File: src/rtl/load_store_unit.sv
// Load/store stage: turns one ALU-addressed load or store into a single word-wide
// memory transaction and returns an extended load result and an error code.
module load_store_unit #(
    parameter int WIDTH   = 32,
    parameter int TIMEOUT = 255
) (
    input  logic             clk,
    input  logic             reset_n,
    input  logic             req_valid,
    input  logic             req_we,
    input  logic [2:0]       funct3,
    input  logic [WIDTH-1:0] ADDR,
    input  logic [WIDTH-1:0] WDATA,
    output logic             busy,
    output logic             resp_valid,
    output logic [WIDTH-1:0] RDATA,
    output logic [1:0]       err,
    output logic             mem_req,
    output logic             mem_we,
    output logic [WIDTH-1:0] mem_addr,
    output logic [3:0]       mem_be,
    output logic [WIDTH-1:0] mem_wdata,
    input  logic             mem_ack,
    input  logic [WIDTH-1:0] mem_rdata,
    output logic [1:0]       dbg_state
);

    // Handshake: a request is taken on any rising edge where req_valid=1 in IDLE;
    // the memory side completes on any edge where mem_req=1 and mem_ack=1.
    typedef enum logic [1:0] {
        S_IDLE   = 2'd0,
        S_ACCESS = 2'd1,
        S_RESP   = 2'd2
    } state_e;

    localparam logic [7:0] TO_LIM = 8'(TIMEOUT);

    state_e           state_q, state_d;
    logic             we_q, we_d;
    logic [2:0]       f3_q, f3_d;
    logic [1:0]       off_q, off_d;
    logic [WIDTH-1:0] addr_q, addr_d;
    logic [WIDTH-1:0] wdata_q, wdata_d;
    logic [WIDTH-1:0] rdata_q, rdata_d;
    logic [3:0]       be_q, be_d;
    logic [1:0]       err_q, err_d;
    logic [7:0]       cnt_q, cnt_d;

    logic             req_illegal, req_misal;
    logic [1:0]       req_err;
    logic [3:0]       st_be;
    logic [WIDTH-1:0] st_wdata;
    logic [7:0]       ld_byte;
    logic [15:0]      ld_half;
    logic [WIDTH-1:0] ld_val;
    logic [7:0]       cnt_inc;
    logic             timeout_hit;

    // Request decode works on the live inputs; only used on the capture edge.
    always_comb begin
        if (req_we) begin
            req_illegal = funct3[2] | (funct3[1:0] == 2'b11);
        end else begin
            req_illegal = (funct3[1:0] == 2'b11) | (funct3 == 3'b110);
        end
        req_misal = ((funct3[1:0] == 2'b01) & ADDR[0]) |
                    ((funct3[1:0] == 2'b10) & (ADDR[1:0] != 2'b00));
        if (req_illegal) begin
            req_err = 2'b11;
        end else if (req_misal) begin
            req_err = 2'b01;
        end else begin
            req_err = 2'b00;
        end
        st_be    = 4'b1111;
        st_wdata = WDATA;
        case (funct3[1:0])
            2'b00: begin
                st_be    = 4'b0001 << ADDR[1:0];
                st_wdata = {4{WDATA[7:0]}};
            end
            2'b01: begin
                st_be    = 4'b0011 << ADDR[1:0];
                st_wdata = {2{WDATA[15:0]}};
            end
            default: ;
        endcase
    end

    always_comb begin
        case (off_q)
            2'd0:    ld_byte = mem_rdata[7:0];
            2'd1:    ld_byte = mem_rdata[15:8];
            2'd2:    ld_byte = mem_rdata[23:16];
            default: ld_byte = mem_rdata[31:24];
        endcase
        ld_half = off_q[1] ? mem_rdata[31:16] : mem_rdata[15:0];
        case (f3_q)
            3'b000:  ld_val = {{(WIDTH-8){ld_byte[7]}}, ld_byte};
            3'b001:  ld_val = {{(WIDTH-16){ld_half[15]}}, ld_half};
            3'b100:  ld_val = {{(WIDTH-8){1'b0}}, ld_byte};
            3'b101:  ld_val = {{(WIDTH-16){1'b0}}, ld_half};
            default: ld_val = mem_rdata;
        endcase
    end

    assign cnt_inc     = cnt_q + 8'd1;
    assign timeout_hit = (cnt_inc == TO_LIM);

    always_ff @(posedge clk or negedge reset_n) begin
        if (!reset_n) begin
            state_q <= S_IDLE;
        end else begin
            state_q <= state_d;
        end
    end

    always_comb begin
        state_d = state_q;
        case (state_q)
            S_IDLE: begin
                if (req_valid) begin
                    state_d = (req_err != 2'b00) ? S_RESP : S_ACCESS;
                end
            end
            S_ACCESS: begin
                if (mem_ack || timeout_hit) begin
                    state_d = S_RESP;
                end
            end
            default: state_d = S_IDLE;
        endcase
    end

    // Ack takes priority over the timeout when both land on the same cycle.
    always_comb begin
        we_d    = we_q;
        f3_d    = f3_q;
        off_d   = off_q;
        addr_d  = addr_q;
        wdata_d = wdata_q;
        be_d    = be_q;
        err_d   = err_q;
        rdata_d = rdata_q;
        cnt_d   = cnt_q;
        case (state_q)
            S_IDLE: begin
                if (req_valid) begin
                    we_d    = req_we;
                    f3_d    = funct3;
                    off_d   = ADDR[1:0];
                    addr_d  = {ADDR[WIDTH-1:2], 2'b00};
                    be_d    = req_we ? st_be : 4'b1111;
                    wdata_d = req_we ? st_wdata : '0;
                    cnt_d   = 8'd0;
                    if (req_err != 2'b00) begin
                        err_d   = req_err;
                        rdata_d = '0;
                    end
                end
            end
            S_ACCESS: begin
                if (mem_ack) begin
                    err_d   = 2'b00;
                    rdata_d = we_q ? '0 : ld_val;
                end else if (timeout_hit) begin
                    err_d   = 2'b10;
                    rdata_d = '0;
                end else begin
                    cnt_d = cnt_inc;
                end
            end
            default: ;
        endcase
    end

    always_ff @(posedge clk or negedge reset_n) begin
        if (!reset_n) begin
            we_q    <= 1'b0;
            f3_q    <= 3'd0;
            off_q   <= 2'd0;
            addr_q  <= '0;
            wdata_q <= '0;
            be_q    <= 4'd0;
            err_q   <= 2'd0;
            rdata_q <= '0;
            cnt_q   <= 8'd0;
        end else begin
            we_q    <= we_d;
            f3_q    <= f3_d;
            off_q   <= off_d;
            addr_q  <= addr_d;
            wdata_q <= wdata_d;
            be_q    <= be_d;
            err_q   <= err_d;
            rdata_q <= rdata_d;
            cnt_q   <= cnt_d;
        end
    end

    always_comb begin
        busy       = ((state_q == S_IDLE) && req_valid) || (state_q == S_ACCESS);
        resp_valid = (state_q == S_RESP);
        mem_req    = (state_q == S_ACCESS);
        mem_we     = mem_req && we_q;
        mem_addr   = mem_req ? addr_q  : '0;
        mem_be     = mem_req ? be_q    : 4'd0;
        mem_wdata  = mem_req ? wdata_q : '0;
        RDATA      = rdata_q;
        err        = err_q;
        dbg_state  = state_q;
    end

endmodule

File: config.mk
export PLATFORM = sky130hd
export DESIGN_NAME = load_store_unit
export DESIGN_NICKNAME = d
export VERILOG_FILES = /design/src/rtl/load_store_unit.sv
export SDC_FILE = /design/constraint.sdc
export NUM_CORES = 1
export LEC_CHECK = 0
export BUFFER_PORTS_ARGS = -buffer_cell sky130_fd_sc_hd__buf_2
export CAP_MARGIN = 20
export CORE_MARGIN = 2
export CORE_UTILIZATION = 56
export DETAILED_ROUTE_END_ITERATION = 12
export PLACE_DENSITY = 0.95
export SETUP_SLACK_MARGIN = 0.2
export SLEW_MARGIN = 40
export SYNTH_ARGS = -nofsm -noshare
export SYNTH_HDL_FRONTEND = slang
export SYNTH_SLANG_ARGS = --single-unit
File: constraint.sdc
create_clock -name clk -period 4.8 [get_ports clk]
set_clock_uncertainty 0.05 [all_clocks]
set_input_delay 0.72 -clock clk [delete_from_list [all_inputs] [get_ports clk]]
set_output_delay 0.72 -clock clk [all_outputs]
set_load 0.02 [all_outputs]
==> results.py, run 1 <==
metrics = {
    "routing": {
        "wl_per_cell_um": 18.1,
        "first_pass_iters": 5,
        "drt_iter0_markers": 790,
        "vias_per_cell": 5.95,
        "vias": 6475,
        "wl_mm": 19.7,
        "antenna_left": 0,
        "drc_errors": 0,
    },
    "synth": {
        "syn_area_per_cell_um2": 8.77,
        "synth_edf_count": 0,
        "synth-seq-area-share_pct": 44.0,
        "synth_area_um2": 6600,
        "ys_ff_latch": 116,
        "synthCells": 753,
        "synth_cell_types": 57,
        "synth_ff_type": "dfrtp_1",
        "synth_warnings": 0,
        "async_reset_ff_share_pct": 100,
    },
    "setup_path": {
        "slowest_delay_ps": 500,
        "path_class": "reg -> out",
        "cp.arrival_ps": 2210,
        "cp.required_ps": 4030,
        "cp_cell_sequence": "nand2b_1, inv_4, and2_1, buf_2",
        "crit_fanout": 73,
        "startpoint_type": "flop",
        "endpoint_kind": "output pin",
        "crit_slowest_cell": "inv_4",
    },
    "timing": {
        "worst_hold_slack_ps": 313,
        "maxSlewViolCount": 0,
        "slew_headroom_pct": 45.0,
        "fin_crit_ps": 2980,
        "fin_tns_setup_ps": 0,
        "period_share_pct": 62.1,
        "tightest_slew_ps": 825,
        "final_hold_viol_count": 0,
        "setup_viol_count_final": 0,
        "rsz0062_at_grt": "false",
        "max_freq_mhz": 336,
    },
    "global_routing": {
        "overflow": 0,
        "grt_usage_pct": 31.2,
        "grt_pass1_vias": 6042,
        "grt_max_degree": 74,
        "grt_pass1_wl_mm": 31.5,
        "antenna_found_initial": 0,
    },
    "clock_tree": {
        "cts_tree": "built",
        "clkSinkCount": 116,
        "clk_latency_ps": 410,
        "cts_buffers": 17,
        "htreeDepth": 4,
        "cts_hold_buf": 0,
        "post_cts_buffers": 0,
        "max-clock-path-buffers": 2,
        "cts-resized-gates": 0,
        "clockRootBuffer": "clkbuf_16",
        "cts.clk_slew.worst_paths_ps": 50,
    },
    "cells_and_area": {
        "final_common_cell": "buf_2",
        "fin_area_um2": 8310,
        "drive_above_1_share_pct": 30.6,
        "layout_common_cells": "208 x buf_2, 181 x nand2_1, 115 x dfrtp_1",
        "fin_util_pct": 72.5,
        "syn2layout_area_growth_pct": 25.8,
        "layout.nets": 1038,
    },
    "floorplan": {
        "fp.dieH_um": 113,
        "fp-row-count": 39,
        "ios": 212,
        "initial_core_util_pct": 57.6,
        "dieWidth_um": 113,
        "die_area_um2": 12700,
        "core_um2": 11500,
    },
    "place": {
        "portBuffers": 209,
        "place_congestion": 0.928,
        "detailed_place_hpwl_mm": 13.1,
        "dpl-instance-area_um2": 7670,
    },
    "power": {
        "pwr_density_cell_nw_per_um2": 465,
        "leakagePower_nw": 4.36,
        "ir_worst_vdd_mv": 0.346,
    },
    "outcome": {
        "status": "completed",
    },
    "job": {
        "maxCapViolations": 0,
    },
    "worst_hold_path": {
        "hold_path_class": "in -> async",
    },
}
## area by class of cell
cell class / instances / area [µm²]
flip-flops and latches: 116 / 2900
multi-input cells: 555 / 3360
fillers: 812 / 3160
well taps: 143 / 179
inverters: 20 / 77.6
repair buffers: 222 / 1160
clock inverters: 9 / 150
diodes: 1 / 2.50
clock buffers: 23 / 478
## final timing paths
kind | from | endpoint | slack, ps | depth (start not counted)
setup / recovery | dbg_state[1] | mem_wdata[6] | 1820 | 4
hold / removal | reset_n | RDATA[4] | 310 | 1
setup reg to reg | cnt_q[0] | RDATA[7] | 1980 | 5
min in group clk | addr_q[13] | addr_q[13] | 410 | 2
hold reg to reg | addr_q[13] | addr_q[13] | 410 | 2
max in group asynchronous | reset_n | off_q[1] | 3460 | 2
## power by group
part / switching [mW] / total (mW) / internal [mW]
Sequential: 0.209 / 1.42 / 1.21
Clock: 0.443 / 1.35 / 0.907
Combinational: 0.700 / 1.10 / 0.397
Total: 1.35 / 3.87 / 2.51
## stage by stage
stage	setup WS, ps	std cells	total power [mW]
3_5_place_dp	2000	1055	2.49
3_3_place_gp	1920	1053	2.44
6_report	1820	1089	3.87
2_1_floorplan	2360	754	2.13
5_1_grt	1730	1088	4.05
4_1_cts	1880	1087	3.85
## cell families after synthesis
kind of cell	after synthesis	share of synthesized area, %
AO/OA/AOI/OAI	183	20.5
XOR/XNOR	2	0.379
adder cells (fa/ha/maj)	2	0.379
buffers and inverters	83	5.49
flip-flops	116	44.0
multiplexers	36	5.67
other	1	0.0568
AND/OR/NAND/NOR	330	23.6
## synthesized netlist by cell type (5+ instances only)
| cell type | number | share of area, % |
|---|---|---|
| nand3_1 | 11 | 0.83 |
| o211ai_1 | 33 | 3.8 |
| and2_1 | 68 | 6.4 |
| nand2b_1 | 6 | 0.57 |
| a22o_1 | 8 | 1.1 |
| buf_4 | 5 | 0.57 |
| inv_1 | 19 | 1.1 |
| a221oi_1 | 15 | 2.0 |
| a21oi_1 | 23 | 1.7 |
| buf_2 | 14 | 1.1 |
| nor2_1 | 32 | 1.8 |
| o211ai_2 | 10 | 1.9 |
| nor3b_1 | 8 | 0.91 |
| clkbuf_1 | 41 | 2.3 |
| mux2i_1 | 34 | 5.2 |
| dfrtp_1 | 116 | 44 |
| a22oi_1 | 16 | 1.8 |
| nand2_1 | 181 | 10 |
| o31ai_1 | 8 | 0.91 |
| o21ai_0 | 35 | 2.7 |
| a21oi_2 | 12 | 1.6 |
## critical path: cells and delay by family, from the launching register on
family | cells | cell delay (ps)
flip-flops | 1 | 480
buffers and inverters | 2 | 680
AND/OR/NAND/NOR | 2 | 590
## registers in the layout, indices dropped and copies added, names as in the netlist
| name | cells |
|---|---|
| err | 2 |
| off_q | 2 |
| dbg_state | 2 |
| cnt_q | 8 |
| wdata_q | 32 |
| addr_q | 30 |
| be_q | 4 |
| we_q | 1 |
| f3_q | 3 |
| RDATA | 32 |
## routing by layer
| layer | global-route usage (%) | vias to the layer above | routed length (µm) |
|---|---|---|---|
| met3 | 7.88 | 66 | 2070 |
| li1 | - | 2963 | - |
| met5 | 0 | - | 0 |
| met2 | 48.7 | 410 | 9250 |
| met4 | 12.0 | 0 | 573 |
| met1 | 42.1 | 3036 | 7780 |
No activity file was read; power rests on OpenSTA's default activity.
==> inputs of run 2 (changes only) <==
--- a/config.mk
+++ b/config.mk
@@ -5,12 +5,13 @@
 export SDC_FILE = /design/constraint.sdc
 export NUM_CORES = 1
 export LEC_CHECK = 0
+export ABC_AREA = 1
 export BUFFER_PORTS_ARGS = -buffer_cell sky130_fd_sc_hd__buf_2
 export CAP_MARGIN = 20
 export CORE_MARGIN = 2
-export CORE_UTILIZATION = 56
+export CORE_UTILIZATION = 45
 export DETAILED_ROUTE_END_ITERATION = 12
-export PLACE_DENSITY = 0.95
+export PLACE_DENSITY = 0.85
 export SETUP_SLACK_MARGIN = 0.2
 export SLEW_MARGIN = 40
 export SYNTH_ARGS = -nofsm -noshare
==> constraint.sdc (replaced) <==
create_clock -name clk -period 2.61 [get_ports clk]
set_clock_uncertainty 0.05 [all_clocks]
set_input_delay 0.3915 -clock clk [delete_from_list [all_inputs] [get_ports clk]]
set_output_delay 0.3915 -clock clk [all_outputs]
set_load 0.02 [all_outputs]
==> results.py, run 2 <==
metrics = {
    "setup_path": {
        "startpoint_type": "flop",
        "crit_buf_inv": 3,
        "cp.arrival_ps": 1860,
        "cp.required_ps": 2170,
        "endpoint_kind": "output pin",
        "cp_top_family": "buffers and inverters",
        "crit_slowest_cell": "dfrtp_1",
        "crit_fanout": 45,
        "slowest_delay_ps": 470,
        "path_class": "reg -> out",
        "cp_cell_sequence": "nor2_4, inv_2, buf_12, nor2_1, buf_2",
    },
    "synth": {
        "ys_ff_latch": 116,
        "synth_commonest_cells": "166 x nand2_1, 116 x dfrtp_1, 112 x inv_1, 108 x nor2_1, 74 x o21ai_0",
        "syn_area_per_cell_um2": 7.60,
        "synth-seq-area-share_pct": 49.2,
        "synth_top_cell_by_area": "dfrtp_1",
        "synth.top_cells.by_area": "dfrtp_1 49%, nand2_1 11%, inv_1 7.1%",
        "synth_warnings": 0,
        "netlist.area_leader.share_pct": 49.2,
        "synth_area_um2": 5900,
        "synthCells": 776,
        "yosysMostFrequentCell": "nand2_1",
        "synth_ff_type": "dfrtp_1",
        "async_reset_ff_share_pct": 100,
        "synth_edf_count": 0,
        "synth_cell_types": 32,
    },
    "power": {
        "ir_worst_vdd_mv": 0.641,
        "power_mw": 8.53,
        "switching_share_pct": 39.6,
        "leakagePower_nw": 4.32,
        "seqPwrFrac_pct": 33.5,
        "power.internal_mw": 5.15,
        "p_clk_share_pct": 29.0,
        "pwr_density_cell_nw_per_um2": 1100,
        "switchingPower_mw": 3.38,
        "p_comb_share_pct": 37.5,
    },
    "global_routing": {
        "grt_max_degree": 60,
        "antenna_found_initial": 1,
        "grt_usage_pct": 24.4,
        "overflow": 0,
        "grt_pass1_wl_mm": 27.4,
        "grt_pass1_vias": 5679,
    },
    "floorplan": {
        "fp-row-count": 41,
        "ios": 212,
        "die_area_um2": 14000,
        "fp.dieH_um": 118,
        "dieWidth_um": 118,
        "initial_core_util_pct": 46.4,
        "core_um2": 12700,
    },
    "clock_tree": {
        "clockRootBuffer": "clkbuf_16",
        "cts_buffers": 17,
        "cts_hold_buf": 1,
        "cts.clk_slew.worst_paths_ps": 50,
        "post_cts_buffers": 0,
        "cts_tree": "built",
        "cts-resized-gates": 0,
        "clkSinkCount": 116,
        "htreeDepth": 4,
        "max-clock-path-buffers": 2,
        "clk_latency_ps": 410,
    },
    "routing": {
        "drt_iter0_markers": 427,
        "vias_per_cell": 5.08,
        "antenna_left": 0,
        "drc_errors": 0,
        "wl_mm": 16.7,
        "first_pass_iters": 5,
        "wl_per_cell_um": 14.4,
        "vias": 5897,
    },
    "job": {
        "maxCapViolations": 0,
    },
    "timing": {
        "setup_slack_ps": 308,
        "setup_viol_count_final": 0,
        "fin_tns_setup_ps": 0,
        "max_freq_mhz": 434,
        "tightest_slew_ps": 718,
        "fin_crit_ps": 2300,
        "final_hold_viol_count": 0,
        "rsz0062_at_grt": "false",
        "maxSlewViolCount": 0,
        "slew_headroom_pct": 52.1,
        "period_share_pct": 88.2,
    },
    "place": {
        "dpl-instance-area_um2": 7070,
        "detailed_place_hpwl_mm": 12.0,
        "place_congestion": 0.949,
        "portBuffers": 209,
        "pre_cts_slack_ps": 475,
    },
    "cells_and_area": {
        "layout.nets": 1081,
        "final_common_cell": "buf_2",
        "multi_input_area_um2": 2370,
        "regArea_um2": 2900,
        "fill_cells": 1128,
        "layout_common_cells": "208 x buf_2, 166 x nand2_1, 116 x dfrtp_1",
        "syn2layout_area_growth_pct": 30.9,
        "fin_util_pct": 60.7,
        "fin_area_um2": 7720,
        "drive_above_1_share_pct": 28.8,
    },
    "worst_hold_path": {
        "hold_path_class": "in -> reg",
    },
    "outcome": {
        "status": "completed",
    },
}
## run 2: cell families (layout without fill, tap and decap cells)
| group | count (synthesis) | after routing | synth area share [%] |
|---|---|---|---|
| and+or+nand+nor | 346 | 346 | 24.7 |
| buffers and inverters | 156 | 367 | 10.7 |
| AOI/OAI and AO/OA | 152 | 152 | 14.5 |
| DFF | 116 | 116 | 49.2 |
| xor gates and xnor gates | 3 | 3 | 0.446 |
| adders and majority gates | 2 | 2 | 0.424 |
| other | 1 | 3 | 0.0636 |
## run 2: power by group through the flow
stage / clock network, mW / registers, mW / logic (mW)
6_report: 2.48 / 2.85 / 3.20
5_1_grt: 2.61 / 2.93 / 3.56
4_1_cts: 2.51 / 2.85 / 3.22
3_5_place_dp: 0 / 2.87 / 3.19
3_3_place_gp: 0 / 2.85 / 3.10
2_1_floorplan: 0 / 3.04 / 2.05
## run 2: worst register-to-register path, stage by stage, from the launching register on
cell and delay [ps]:
dfrtp_1 470, nor2_4 230, inv_2 170, nor2_1 310, nand2_4 180, nand2_4 370, nand2_1 140, nand2_1 80
## run 2: per-stage QoR
stage	hold slack, ps	instances
final	134	1161
after global routing	130	1161
after CTS	123	1160
after detailed placement	344	1127
after global placement	346	1127
after floorplan	45.9	777
## run 2: path summary, 6_finish.rpt
kind / startpoint / endpoint / slack [ps] / depth (start not counted)
hold / removal: ADDR[16] / addr_q[16] / 130 / 3
min in group asynchronous: reset_n / wdata_q[20] / 480 / 2
max in group asynchronous: reset_n / RDATA[0] / 1330 / 3
setup reg to reg: dbg_state[1] / RDATA[17] / 550 / 7
setup / recovery: dbg_state[1] / mem_wdata[15] / 310 / 5
hold reg to reg: err[0] / err[0] / 410 / 2
## run 2: area by class of cell
| cell class | instances | share of cell area [%] |
|---|---|---|
| Inverter | 114 | 5.54 |
| Sequential cell | 116 | 37.6 |
| Multi-Input combinational cell | 505 | 30.7 |
| Antenna cell | 1 | 0.0324 |
| Clock buffer | 21 | 5.97 |
| Clock inverter | 11 | 2.27 |
| Timing Repair Buffer | 221 | 15.1 |
| Tap cell | 172 | 2.79 |
## run 2: per-layer routing
metal	track usage (%)	part of all wire, %	routed length (µm)	vias up
met5	0	0	0	-
met2	40.4	48	7980	285
met3	8.01	8.6	1440	34
met1	29.8	41	6920	2726
li1	-	-	-	2852
met4	8.85	2.3	388	0
==> inputs of run 3 (changes only) <==
==> constraint.sdc (replaced) <==
create_clock -name clk -period 2.61 [get_ports clk]
set_clock_uncertainty 0.05 [all_clocks]
set_input_delay 0.3915 -clock clk [delete_from_list [all_inputs] [get_ports clk]]
set_output_delay 0.3915 -clock clk [all_outputs]
set_load 0.05 [all_outputs]
==> results.py, run 3 (synthesis results as in run 2) <==
metrics = {
    "clock_tree": {
        "cts_buffers": 17,
        "post_cts_buffers": 0,
        "clk_latency_ps": 410,
        "htreeDepth": 4,
        "cts.clk_slew.worst_paths_ps": 50,
        "clkSinkCount": 116,
        "max-clock-path-buffers": 2,
        "cts_tree": "built",
        "clockRootBuffer": "clkbuf_16",
    },
    "timing": {
        "fin_crit_ps": 2310,
        "slew_headroom_pct": 54.7,
        "rsz0062_at_grt": "true",
        "tightest_slew_ps": 676,
        "setup_viol_count_final": 0,
        "period_share_pct": 88.4,
        "fin_tns_setup_ps": 0,
        "final_hold_viol_count": 0,
        "maxSlewViolCount": 0,
        "setup_slack_ps": 302,
        "max_freq_mhz": 433,
    },
    "global_routing": {
        "grt_usage_pct": 24.3,
        "antenna_found_initial": 0,
        "grt_pass1_wl_mm": 27.1,
        "grt_max_degree": 75,
        "overflow": 0,
        "grt_pass1_vias": 5561,
    },
    "floorplan": {
        "dieWidth_um": 118,
        "die_area_um2": 14000,
        "ios": 212,
        "fp.dieH_um": 118,
        "core_um2": 12700,
        "fp-row-count": 41,
        "initial_core_util_pct": 46.4,
    },
    "setup_path": {
        "endpoint_kind": "output pin",
        "cp_cell_sequence": "inv_1, nor2_4, inv_6, buf_4, nor2_2, buf_2",
        "cp.arrival_ps": 1870,
        "path_class": "reg -> out",
        "crit_slowest_cell": "dfrtp_2",
        "crit_buf_inv": 4,
        "startpoint_type": "flop",
        "cp.required_ps": 2170,
        "slowest_delay_ps": 390,
        "cp_top_family": "buffers and inverters",
        "rrSetupSlack_ps": 560,
        "crit_fanout": 24,
    },
    "cells_and_area": {
        "regArea_um2": 2910,
        "syn2layout_area_growth_pct": 36.7,
        "fill_cells": 1125,
        "final_common_cell": "buf_2",
        "layout.nets": 1086,
        "layout_common_cells": "195 x buf_2, 166 x nand2_1, 114 x dfrtp_1",
        "drive_above_1_share_pct": 36.1,
        "multi_input_area_um2": 2630,
    },
    "routing": {
        "first_pass_iters": 5,
        "antenna_left": 0,
        "drc_errors": 0,
        "drt_iter0_markers": 451,
        "vias": 5897,
        "wl_mm": 16.7,
        "wl_per_cell_um": 14.4,
        "vias_per_cell": 5.06,
    },
    "power": {
        "leakagePower_nw": 4.33,
        "pwr_density_cell_nw_per_um2": 1210,
        "ir_worst_vdd_mv": 0.638,
    },
    "place": {
        "pre_cts_slack_ps": 561,
        "place_congestion": 0.924,
        "portBuffers": 209,
        "detailed_place_hpwl_mm": 12.0,
    },
    "outcome": {
        "status": "completed",
    },
    "worst_hold_path": {
        "hold_path_class": "in -> reg",
    },
    "job": {
        "maxCapViolations": 0,
    },
}
-- run 3: layout make-up --
type,instances,area share [%]
tap,172,2.67
clock buffer,20,5.79
antenna,1,0.0310
timing repair buffer,226,15.3
inverter,114,5.37
clock inverter,12,2.20
multi-input combinational,505,32.6
sequential,116,36.0
-- run 3: worst paths after layout --
check,startpoint,endpoint,cells past startpoint
hold reg to reg,RDATA[3],RDATA[3],2
hold / removal,ADDR[22],addr_q[22],3
max in group asynchronous,reset_n,addr_q[26],3
min in group asynchronous,reset_n,wdata_q[7],2
setup / recovery,dbg_state[0],mem_wdata[13],6
setup reg to reg,cnt_q[0],RDATA[22],9
-- run 3: what timing repair did --
item,CTS,global route
hold buffers,1,0
endpoints found under the hold margin,26,0
resized for setup,1,15
cloned,0,0
endpoints found under the setup margin,30,23
-- run 3: power by group --
| part | switching (mW) | internal (mW) |
|---|---|---|
| registers | 0.324 | 2.51 |
| logic | 3.31 | 1.08 |
| clock network | 0.826 | 1.67 |
| total | 4.46 | 5.26 |
-- run 3: worst register-to-register path: cells and delay by family (launching register included) --
kind	cells	cell delay (ps)
fa+ha+maj	1	270
xor+xnor	1	180
flops	1	430
simple gates	7	1020
-- run 3: stage by stage --
step	area (µm²)	cells	power (mW)	hold WS (ps)	utilization, %
floorplan	6170	777	6.22	45.9	-
global placement	7360	1132	7.12	289	57.9
detailed placement	7360	1132	7.20	296	57.9
CTS	8020	1165	9.74	120	63.0
global route	8060	1165	10.3	122	63.3
finish	8060	1166	9.71	134	63.4
-- run 3: per-layer routing --
layer	track usage (%)	vias to the layer above	wire, µm
met5	0	-	0
met4	10.1	0	436
met3	7.29	35	1460
met2	38.7	271	8050
met1	30.8	2725	6800
li1	-	2866	-
